===== src/rtl/coi3_pkg.sv =====
// Shared types and constants for the CoI3 conversion sequencer.
package coi3_pkg;

  localparam int COI3_N_W      = 11;
  localparam int COI3_D_W      = 28;
  localparam int COI3_SYNC_LAT = 4;
  localparam int COI3_N_MIN    = 4;

  typedef enum logic [2:0] {
    ST_IDLE,
    ST_CLEAR,
    ST_ARM,
    ST_RUN,
    ST_CAPTURE
  } coi3_ctrl_state_t;

endpackage


===== src/rtl/coi3_result_buf.sv =====
// One-entry valid/ready result register; flags a load that finds it full.
module coi3_result_buf
  import coi3_pkg::*;
#(
  parameter int D_W = COI3_D_W
) (
  input  logic           clk,
  input  logic           rstb,
  input  logic           i_load,
  input  logic [D_W-1:0] i_din,
  input  logic           i_ready,
  output logic [D_W-1:0] o_data,
  output logic           o_valid,
  output logic           o_ovr
);

  logic [D_W-1:0] r_data;
  logic           r_valid;
  logic           w_take;

  // A full buffer can still accept a load when it is being drained that cycle.
  assign w_take  = i_load && (!r_valid || i_ready);
  assign o_ovr   = i_load && r_valid && !i_ready;
  assign o_data  = r_data;
  assign o_valid = r_valid;

  always_ff @(posedge clk or negedge rstb) begin
    if (!rstb) begin
      r_data  <= '0;
      r_valid <= 1'b0;
    end else if (w_take) begin
      r_data  <= i_din;
      r_valid <= 1'b1;
    end else if (r_valid && i_ready) begin
      r_valid <= 1'b0;
    end
  end

endmodule


===== src/rtl/coi3_conv_ctrl.sv =====
// Conversion sequencer for one CoI3 filter: reset/release, watchdog, result capture.
//   state   | meaning
//   IDLE    | filter held in reset, waiting for start
//   CLEAR   | filter held in reset for two cycles
//   ARM     | load watchdog, release filter on exit
//   RUN     | wait for filter done under watchdog
//   CAPTURE | push result into buffer, re-arm if cont
module coi3_conv_ctrl
  import coi3_pkg::*;
#(
  parameter int N_W       = COI3_N_W,
  parameter int D_W       = COI3_D_W,
  parameter int TO_MARGIN = 8
) (
  input  logic           clk,
  input  logic           rstb,
  input  logic           start,
  input  logic           cont,
  input  logic           abort,
  input  logic [N_W-1:0] n_cfg,
  output logic           busy,
  output logic           flt_rst,
  output logic [N_W-1:0] flt_n,
  input  logic           flt_done,
  input  logic [D_W-1:0] flt_dout,
  output logic [D_W-1:0] res_data,
  output logic           res_valid,
  input  logic           res_ready,
  output logic           res_overrun,
  output logic           err_timeout
);

  localparam int              WD_W     = N_W + 2;
  localparam logic [N_W-1:0]  N_MIN    = N_W'(COI3_N_MIN);
  localparam logic [WD_W-1:0] WD_EXTRA = WD_W'(COI3_SYNC_LAT + TO_MARGIN);

  coi3_ctrl_state_t r_state;
  logic             r_busy;
  logic             r_flt_rst;
  logic             r_clr;
  logic             r_ovr;
  logic             r_tmo;
  logic [N_W-1:0]   r_n;
  logic [WD_W-1:0]  r_wd;
  logic             w_load;
  logic             w_ovr;

  assign w_load = (r_state == ST_CAPTURE) && !abort;

  coi3_result_buf #(.D_W(D_W)) u_buf (
    .clk     (clk),
    .rstb    (rstb),
    .i_load  (w_load),
    .i_din   (flt_dout),
    .i_ready (res_ready),
    .o_data  (res_data),
    .o_valid (res_valid),
    .o_ovr   (w_ovr)
  );

  always_ff @(posedge clk or negedge rstb) begin
    if (!rstb) begin
      r_state   <= ST_IDLE;
      r_busy    <= 1'b0;
      r_flt_rst <= 1'b1;
      r_clr     <= 1'b0;
      r_ovr     <= 1'b0;
      r_tmo     <= 1'b0;
      r_n       <= '0;
      r_wd      <= '0;
    end else if (abort) begin
      r_state   <= ST_IDLE;
      r_busy    <= 1'b0;
      r_flt_rst <= 1'b1;
    end else begin
      case (r_state)
        ST_IDLE: begin
          r_busy    <= 1'b0;
          r_flt_rst <= 1'b1;
          if (start) begin
            r_n     <= (n_cfg < N_MIN) ? N_MIN : n_cfg;
            r_ovr   <= 1'b0;
            r_tmo   <= 1'b0;
            r_clr   <= 1'b0;
            r_busy  <= 1'b1;
            r_state <= ST_CLEAR;
          end
        end
        ST_CLEAR: begin
          r_clr <= 1'b1;
          if (r_clr) r_state <= ST_ARM;
        end
        ST_ARM: begin
          r_wd      <= WD_W'(r_n) + WD_EXTRA;
          r_flt_rst <= 1'b0;
          r_state   <= ST_RUN;
        end
        ST_RUN: begin
          // done wins over an expiring watchdog in the same cycle
          if (flt_done) begin
            r_state <= ST_CAPTURE;
          end else if (r_wd == '0) begin
            r_tmo     <= 1'b1;
            r_busy    <= 1'b0;
            r_flt_rst <= 1'b1;
            r_state   <= ST_IDLE;
          end else begin
            r_wd <= r_wd - WD_W'(1);
          end
        end
        ST_CAPTURE: begin
          if (w_ovr) r_ovr <= 1'b1;
          r_flt_rst <= 1'b1;
          r_clr     <= 1'b0;
          if (cont) begin
            r_state <= ST_CLEAR;
          end else begin
            r_busy  <= 1'b0;
            r_state <= ST_IDLE;
          end
        end
        default: begin
          r_state   <= ST_IDLE;
          r_busy    <= 1'b0;
          r_flt_rst <= 1'b1;
        end
      endcase
    end
  end

  assign busy        = r_busy;
  assign flt_rst     = r_flt_rst;
  assign flt_n       = r_n;
  assign res_overrun = r_ovr;
  assign err_timeout = r_tmo;

endmodule


===== config.mk =====
export PLATFORM = sky130hd
export DESIGN_NAME = coi3_conv_ctrl
export DESIGN_NICKNAME = d
export VERILOG_FILES = /design/src/rtl/coi3_pkg.sv /design/src/rtl/coi3_result_buf.sv /design/src/rtl/coi3_conv_ctrl.sv
export SDC_FILE = /design/constraint.sdc
export NUM_CORES = 1
export LEC_CHECK = 0
export ABC_AREA = 0
export BUFFER_PORTS_ARGS = -buffer_cell sky130_fd_sc_hd__buf_2
export CAP_MARGIN = 20
export CORE_ASPECT_RATIO = 1.4
export CORE_MARGIN = 2
export CORE_UTILIZATION = 46
export DETAILED_ROUTE_END_ITERATION = 7
export GPL_TIMING_DRIVEN = 1
export MAX_ROUTING_LAYER = met4
export PLACE_DENSITY = 0.85
export SLEW_MARGIN = 20
export SYNTH_ARGS = -nofsm -noshare
export SYNTH_HDL_FRONTEND = slang
export SYNTH_SLANG_ARGS = --single-unit

===== constraint.sdc =====
create_clock -name clk -period 1.8 [get_ports clk]
set_clock_uncertainty 0.15 [all_clocks]
set_input_delay 0.09 -clock clk [delete_from_list [all_inputs] [get_ports clk]]
set_output_delay 0.09 -clock clk [all_outputs]
set_load 0.1 [all_outputs]

Word level (Yosys, flattened, before mapping)
Index checks and enable logic that the tools add are counted.
{"block": "totals", "reg_bits": 61, "in_bits": 46, "output_inout_bits": 44, "elab_cells": 84}
{"block": "op_classes", "n_addsub": 2, "magnitude_cmp": 1, "n_eq_ne": 17, "n_mux": 28, "n_bitwise": 1, "n_reduce_logical": 25}
{"operator": "2-to-1 mux 13 bit", "count": 2}
{"operator": "case mux 13 bit (2 select lines)", "count": 1}
{"operator": "2-to-1 mux 3 bit", "count": 5}
{"operator": "inequality test 3 bit, second input constant", "count": 5}
{"operator": "case mux 3 bit (5 select lines)", "count": 1}
{"operator": "zero test 13 bit", "count": 1}
{"operator": "2-to-1 mux 1 bit", "count": 13}
{"operator": "subtractor 13 x 1 -> 13 bit, second input constant", "count": 1}
{"operator": "adder 11 x 4 -> 12 bit, second input constant", "count": 1}
{"operator": "AND reduction 3 bit", "count": 4}
{"operator": "AND reduction 4 bit", "count": 3}
{"operator": "less-than comparator 11 x 3 -> 1 bit, second input constant", "count": 1}
{"operator": "2-to-1 mux 11 bit", "count": 1}
{"operator": "inequality test 2 bit, second input constant", "count": 5}
{"operator": "nonzero test 2 bit", "count": 4}
{"operator": "equality test 3 x 2 -> 1 bit, second input constant", "count": 2}
{"operator": "case mux 1 bit (3 select lines)", "count": 2}
{"operator": "logical AND 1 bit", "count": 5}
{"operator": "AND reduction 5 bit", "count": 1}
{"operator": "inequality test 2 x 1 -> 1 bit, second input constant", "count": 2}
{"operator": "inequality test 4 bit, second input constant", "count": 1}
{"operator": "case mux 1 bit (2 select lines)", "count": 2}
{"operator": "case mux 1 bit (4 select lines)", "count": 1}
{"operator": "equality test 3 x 1 -> 1 bit, second input constant", "count": 1}
{"operator": "7 further kinds", "count": 9}

Longest topological paths before layout
Gate-level depths: netlist of the first run.
{"block": "depth", "ltp_word": 6, "ltp_mapped": 8}

Modules after synthesis
Synthesis of the first run repeated with hierarchy kept, for this count alone.
{"block": "unflattened", "cells_unflattened": 268, "hier_area_um2": 3101.7}
{"mod": "coi3_conv_ctrl", "instances": 1, "cells_per_inst": 204, "area_per_inst_um2": 1926.8, "seq_area_each_um2": 802.0}
{"mod": "coi3_result_buf", "instances": 1, "cells_per_inst": 64, "area_per_inst_um2": 1174.9, "seq_area_each_um2": 725.7}

Least setup slack after synthesis of the first run
OpenSTA, ideal clock, no wires.
{"block": "synth_path", "path_type": "register -> register", "from": "register r_n[2] (netlist: flt_n[2])", "to": "register r_wd[10]", "setup_ns": 0.077, "t_arrival_ns": 2.091, "path_slack_ns": -0.519, "path_stages_with_launch": 7, "path_buffers": 0, "period_less_slack_ns": 2.319, "cell_sequence": "dfrtp_1 inv_1 ha_1 nor4b_2 xnor2_1 a32o_1 a21oi_1"}
{"block": "synth_between", "elab_chain_cells": 2}
{"element": "from (decl)", "line_no": "coi3_conv_ctrl.sv:43", "source": "logic [N_W-1:0] r_n;"}
{"element": "from (signal assigned)", "line_no": "coi3_conv_ctrl.sv:81", "source": "r_n <= (n_cfg < N_MIN) ? N_MIN : n_cfg;"}
{"element": "adder 11 x 4 -> 12 bit", "line_no": "coi3_conv_ctrl.sv:94", "source": "r_wd <= WD_W'(r_n) + WD_EXTRA;"}
{"element": "case mux 13 bit (2 select lines)", "line_no": "coi3_conv_ctrl.sv:76", "source": "case (r_state)"}
{"element": "to (signal assigned)", "line_no": "coi3_conv_ctrl.sv:94"}
{"element": "to (signal assigned)", "line_no": "coi3_conv_ctrl.sv:108", "source": "r_wd <= r_wd - WD_W'(1);"}
{"element": "to (decl)", "line_no": "coi3_conv_ctrl.sv:44", "source": "logic [WD_W-1:0] r_wd;"}
No other way between the ends.
A chain may end at the register's enable or synchronous reset.

Final worst setup path of the first run
{"block": "layout_path", "from": "register r_wd[0]", "to": "register r_wd[12]"}
{"block": "layout_between", "elab_chain_cells": 4}
{"element": "subtractor 13 x 1 -> 13 bit", "line_no": "coi3_conv_ctrl.sv:108"}
{"element": "2-to-1 mux 13 bit", "line_no": "coi3_conv_ctrl.sv:102", "source": "end else if (r_wd == '0) begin"}
{"element": "2-to-1 mux 13 bit", "line_no": "coi3_conv_ctrl.sv:100", "source": "if (flt_done) begin"}
{"element": "case mux 13 bit (2 select lines)", "line_no": "coi3_conv_ctrl.sv:76"}
Several ways; a longest one is shown, not always the timed one. The select of a mux whose other input is x is not followed.

==> results of run 1 <==
## worst min-delay path: cells and delay by family
family                 cells  cell delay [ns]
buffers and inverters      1             0.07
AND/OR/NAND/NOR            2             0.17
AO/OA/AOI/OAI              2             0.17
## state kept, by name, indices dropped and copies added, names as in the netlist
name	count
err_timeout	1
busy	1
r_state	3
flt_rst	1
flt_n	11
u_buf.o_valid	1
r_clr	1
u_buf.o_data	28
res_overrun	1
r_wd	13
## layout make-up
| class | instances | area, sq um | area share (%) |
|---|---|---|---|
| clock buffer | 10 | 127.6 | 2.795 |
| clock inverter | 6 | 63.81 | 1.398 |
| multi-input combinational | 181 | 1471 | 32.23 |
| sequential | 61 | 1549 | 33.93 |
| inverter | 10 | 37.54 | 0.8221 |
| tap | 72 | 90.09 | 1.973 |
| timing repair buffer | 172 | 1226 | 26.86 |
## path summary, 6_finish.rpt
check | start | to | slack, ns | cells after the start
min | cont | r_state[0] | 0.07 | 5
max in group asynchronous | rstb | flt_n[3] | 1.07 | 3
min reg2reg | busy | busy | 0.34 | 1
min in group asynchronous | rstb | r_state[2] | 0.12 | 3
max | r_wd[0] | r_wd[12] | -0.08 | 9
max reg2reg | r_wd[0] | r_wd[12] | -0.08 | 9
## stage by stage
stage	util (%)	hold slack, ns	total power (uW)	setup WS [ns]	instance area (sq um)
global route	73.01	0.1268	6729	-0.1578	4566
CTS	72.09	0.07242	6349	-0.09614	4508
global placement	60.48	-0.02736	4875	-0.1020	3782
floorplan	-	-0.3556	4139	-0.06822	3010
finish	73.01	0.06779	6449	-0.07546	4566
detailed placement	60.48	-0.02963	4955	-0.1930	3782
## cell usage in the layout, fill, tap and decap left out, types with 3 or more instances in the layout
cell and n:
a21oi_1 13, a21oi_2 5, a31oi_1 3, a32o_1 6, buf_2 89, buf_4 31
buf_6 6, clkbuf_8 9, dfrtp_1 49, dfrtp_2 8, dfrtp_4 3, dlygate4sd3_1 44
inv_1 8, mux2_1 4, mux2_2 32, nand2_1 18, nand3_1 4, nor2_1 15
nor3_1 10, nor3_4 3, o21ai_0 10, o21ai_1 8, xnor2_1 5
## power by group
group          leakage (uW)  internal, uW  switching, uW
combinational       0.00135           993           2190
clock             0.0000923           637            563
sequential         0.000778          1720            353
## metal layers
| layer | track usage (%) | wire, microns |
|---|---|---|
| met4 | 11.03 | 252 |
| met5 | - | 0 |
| met2 | 47.65 | 4937 |
| met3 | 4.965 | 366 |
| met1 | 28.82 | 3294 |
## logic make-up after synthesis
| kind of cell | count (synthesis) | share of synthesized area [%] |
|---|---|---|
| flops | 61 | 51.26 |
| simple gates | 68 | 13.31 |
| xor+xnor | 7 | 2.057 |
| fa+ha+maj | 3 | 1.260 |
| buf+inv | 21 | 3.233 |
| mux | 37 | 13.94 |
| compound gates | 65 | 14.95 |
## timing repair
item,4_1_cts,5_1_grt
endpoints found under the hold margin,106,0
pin swaps,3,0
gates cloned,1,0
resized for setup,17,14
setup buffers,3,0
endpoints found under the setup margin,15,17
hold buffers,44,0
==> flow_metrics.py, run 1 <==
metrics = {
    "run_status": {
        "outcome": "finished, violations left",
        "violations": "negative setup slack",
    },
    "pwr": {
        "power.leakage_uw": 0.002219,
        "power.density_nw_per_um2": 1413,
        "vdd_drop_max_v": 0.0008405,
    },
    "detailed_routing": {
        "drtIter0Drc": 154,
        "drt_pass1_iterations": 6,
        "ant_nets": 0,
        "wl_per_cell_microns": 17.29,
        "vias": 2840,
        "finalWirelength_mm": 8.852,
        "routed_via_density": 5.547,
        "post-route-drc-count": 0,
    },
    "synth": {
        "synth_warnings": 0,
        "ys.flop_type": "dfrtp_1",
        "avgSynthCellArea_sq_um": 11.38,
        "synth_area_leaders": "dfrtp_1 50%, mux2_2 12%, a21oi_1 3.0%, nand2_1 2.3%, o21ai_0 2.2%",
        "yosysUniqueCellTypes": 51,
        "syn_nets": 311,
        "yosysMostFrequentCell": "dfrtp_1",
        "syn-cell-area_sq_um": 2980,
        "synth_top_area_share_pct": 50.38,
        "ys_ff_latch": 61,
        "synth_edf_count": 0,
        "synth_common_cells": "60 x dfrtp_1, 32 x mux2_2, 18 x a21oi_1, 18 x nand2_1, 16 x nor2_1",
        "yosysSeqAreaShare_pct": 51.26,
        "synthArstFlopShare_pct": 100.0,
        "synth_top_area_cell": "dfrtp_1",
        "synthCells": 262,
    },
    "worst_setup_path": {
        "path_cells": "inv_2, ha_4, nor4b_4, buf_4, a41oi_4, o21ai_4, buf_6, nor4_4, mux2i_1",
        "crit_path_start_kind": "flop",
        "worst_setup_path_end_kind": "flop",
        "crit_buf_inv": 3,
        "cp_max_fo": 2,
        "max_stage_delay_ns": 0.37,
        "worst-setup-path-type": "flop to flop",
        "worstPathArrival_ns": 1.99,
        "crit_family": "flip-flops",
        "cp.required_ns": 1.91,
        "slowest_stage": "dfrtp_1",
    },
    "cts": {
        "ctsRootBufferMaster": "clkbuf_8",
        "htree_levels": 3,
        "ctsLongestPathBuffers": 2,
        "insertion_delay_ns": 0.34,
        "cts_buffers": 9,
        "clock_sinks": 61,
        "tritoncts": "done",
        "clkSlewWorstSetupHoldPaths_ns": 0.07,
    },
    "die": {
        "core_sq_um": 6254,
        "ios": 90,
        "die_w_microns": 72.03,
        "rows": 34,
        "die_area_sq_um": 7148,
        "start_util_pct": 47.66,
        "die_y_microns": 99.24,
    },
    "grt": {
        "grt.total_usage_pct": 26.77,
        "grt_max_degree": 62,
        "antenna_found_initial": 0,
        "grt_remaining_overflow": 0,
        "grt_pass1_vias": 3056,
        "grt_first_pass_wirelength_mm": 14.37,
    },
    "flow_run": {
        "drv_cap": 0,
    },
    "layout": {
        "antennaDiodeCount": 0,
        "final_net_count": 484,
        "final_cell_count_no_fill": 512,
        "area_growth_pct": 53.19,
        "filler_cell_count": 379,
        "drive_above_1_share_pct": 49.32,
    },
    "placement": {
        "hpwl_mm": 5.537,
        "numPlacedInstances": 448,
        "place_congestion": 0.8602,
        "io_buffers": 89,
    },
    "timing": {
        "clock.fmax_mhz": 533.2,
        "slew_violations": 0,
        "setup_slack_ns": -0.07546,
        "finalCritPeriodShare_pct": 104.2,
        "hold_viol": 0,
        "rsz0062_at_grt": "yes",
        "relSlewSlack_pct": 66.36,
        "worst_pin_slew_ns": 0.5081,
        "min_period_ns": 1.875,
        "setup_tns_ns": -0.3845,
        "setup_viol_count_final": 12,
    },
    "worst_hold_path": {
        "worstHoldPathType": "input pin to flop",
    },
}
(Power assumes the default switching activity.)
==> run 2: changes to the inputs <==
CORE_UTILIZATION = 51   (was 46)
PLACE_DENSITY = 0.89   (was 0.85)
clock period = 1.9 ns   (was 1.8 ns; I/O delays follow)
==> run 2 against run 1 <==
  * The flow still finishes with violations (negative setup slack)
  * Design area fell by 1.6%
  * Hold slack got worse by 0.024 ns
  * Worst setup slack got worse by 0.37 ns
  * Combinational power barely moved
  * Clock power barely moved
  * Sequential share of layout area rose by 0.43 points
  * Wire length rose by 58%
  * Count of clock-buffer cells in the layout did not move
  * Register-to-register slack got worse by 0.37 ns
  * Critical path depth fell by 4
  * First-iteration DRC count rose to 4.8 times the previous value
  * Sequential cell count did not move
  * Highest routed layer unchanged
==> flow_metrics.py, run 2 (synthesis results as in run 1) <==
metrics = {
    "placement": {
        "io_buffers": 89,
        "place_congestion": 0.8600,
        "post_dp_cell_area_sq_um": 3628,
        "numPlacedInstances": 428,
        "hpwl_mm": 5.922,
    },
    "layout": {
        "final_area_sq_um": 4494,
        "antennaDiodeCount": 0,
        "area_growth_pct": 50.80,
        "drive_above_1_share_pct": 48.83,
        "final_net_count": 472,
        "final_cell_mix": "89 x buf_2, 51 x dfrtp_1, 44 x dlygate4sd3_1",
        "final_cell_count_no_fill": 496,
        "largest_register_ffs": 28,
        "final_common_cell": "buf_2",
    },
    "die": {
        "start_util_pct": 53.55,
        "die_area_sq_um": 6480,
        "die_w_microns": 68.61,
        "core_sq_um": 5565,
        "rows": 32,
        "die_y_microns": 94.45,
        "ios": 90,
    },
    "timing": {
        "worst_pin_slew_ns": 0.7325,
        "setup_viol_count_final": 27,
        "slew_violations": 0,
        "setup_slack_ns": -0.4413,
        "hold_viol": 0,
        "rsz0062_at_grt": "yes",
        "relSlewSlack_pct": 50.72,
        "clock.fmax_mhz": 427.1,
        "finalCritPeriodShare_pct": 123.2,
        "min_period_ns": 2.341,
    },
    "run_status": {
        "outcome": "finished, violations left",
        "violations": "negative setup slack",
    },
    "detailed_routing": {
        "routed_via_density": 6.990,
        "ant_nets": 0,
        "drtIter0Drc": 735,
        "drt_pass1_iterations": 6,
        "post-route-drc-count": 0,
        "vias": 3467,
        "wl_per_cell_microns": 28.21,
        "finalWirelength_mm": 13.99,
    },
    "worst_setup_path": {
        "worst-setup-path-type": "flop to flop",
        "reg2reg_to": "flt_rst",
        "worst_setup_path_end_kind": "flop",
        "reg2reg_depth": 5,
        "cp.required_ns": 1.96,
        "r2r_slack_ns": -0.44,
        "r2r_start": "r_wd[4]",
        "worstPathArrival_ns": 2.40,
        "cp_max_fo": 3,
        "crit_path_start_kind": "flop",
    },
    "worst_hold_path": {
        "worstHoldPathType": "input pin to asynchronous set/reset pin",
    },
    "grt": {
        "grt_pass1_vias": 3255,
        "grt_max_degree": 51,
        "grt_remaining_overflow": 0,
        "grt.total_usage_pct": 41.51,
        "antenna_found_initial": 0,
        "grt_first_pass_wirelength_mm": 18.46,
    },
    "pwr": {
        "p_seq_share_pct": 31.8,
        "pwr-share-comb_pct": 49.3,
        "power.leakage_uw": 0.002156,
        "vdd_drop_max_v": 0.001131,
        "power.density_nw_per_um2": 1439,
        "p_int_uw": 3107,
        "power_frac_clock_pct": 18.9,
        "swShare_pct": 51.95,
        "p_sw_uw": 3359,
    },
    "cts": {
        "htree_levels": 3,
        "ctsLongestPathBuffers": 2,
        "clkSlewWorstSetupHoldPaths_ns": 0.08,
        "clock_sinks": 61,
        "cts_buffers": 9,
        "tritoncts": "done",
        "insertion_delay_ns": 0.37,
        "ctsRootBufferMaster": "clkbuf_8",
    },
    "flow_run": {
        "drv_cap": 0,
    },
}
## run 2: cell types whose count changed in the layout (fill, tap and decap cells not counted), moves of 2 or more
| cell | before | now |
|---|---|---|
| o21ai_2 | 1 | 4 |
| dfrtp_1 | 49 | 51 |
| o21ai_1 | 8 | 6 |
| buf_4 | 31 | 19 |
| a21oi_1 | 13 | 11 |
| nor2_2 | 0 | 2 |
## run 2: worst max-delay path: stages, from the launching register on
cell     delay (ns)
dfrtp_1        0.41
nor2_1         0.44
nand3_1        0.24
nor3b_2        0.37
a21oi_1        0.15
o21ai_0        0.44
## run 2: timing repair
item                                   in CTS  in global routing
endpoints found under the hold margin     104                  0
setup endpoints to repair                   6                 44
buffers inserted                            0                  6
cloned                                      0                  2
pin swaps                                   1                  9
hold buffers                               44                  0
resized for setup                           1                 41
## run 2: area by class of cell
type	count	area [sq um]
Clock inverter	6	63.81
Tap cell	68	85.08
Sequential cell	61	1544
Multi-Input combinational cell	182	1511
Fill cell	251	1071
Clock buffer	10	127.6
Inverter	10	37.54
Timing Repair Buffer	159	1125
## run 2: worst max path at each step
stage / slack, ns / to / cells past startpoint / from
2_1_floorplan: -0.15 / r_wd[10] / 5 / flt_n[8]
3_3_place_gp: 0.03 / r_wd[7] / 7 / r_wd[0]
3_5_place_dp: -0.05 / r_wd[7] / 7 / r_wd[1]
4_1_cts: 0.002 / r_wd[7] / 7 / r_wd[1]
5_1_grt: -0.36 / flt_rst / 5 / r_wd[4]
6_report: -0.44 / flt_rst / 5 / r_wd[4]
## run 2: per-stage QoR
step | power [uW] | hold WS [ns] | setup TNS [ns] | setup WS [ns] | utilization, %
floorplan | 3898 | -0.3506 | -0.1489 | -0.1489 | -
global placement | 4490 | -0.1562 | 0 | 0.02788 | 65.20
detailed placement | 4575 | -0.1484 | -0.1405 | -0.05227 | 65.20
CTS | 5816 | 0.01995 | 0 | 0.002422 | 76.71
global route | 6591 | 0.09113 | -4.279 | -0.3646 | 80.76
finish | 6466 | 0.04356 | -3.237 | -0.4413 | 80.76
## run 2: metal layers
metal / routed length (microns) / global-route usage [%]
met2: 6325 / 61.38
met3: 1885 / 9.774
met1: 4556 / 53.12
met5: 0 / -
met4: 1224 / 20.33
## run 2: power by group through the flow
| stage | clock [uW] | combinational (uW) | sequential, uW |
|---|---|---|---|
| floorplan | 0 | 777 | 3120 |
| global placement | 0 | 2570 | 1920 |
| detailed placement | 0 | 2630 | 1940 |
| CTS | 1140 | 2740 | 1930 |
| global route | 1270 | 3260 | 2060 |
| finish | 1220 | 3190 | 2060 |
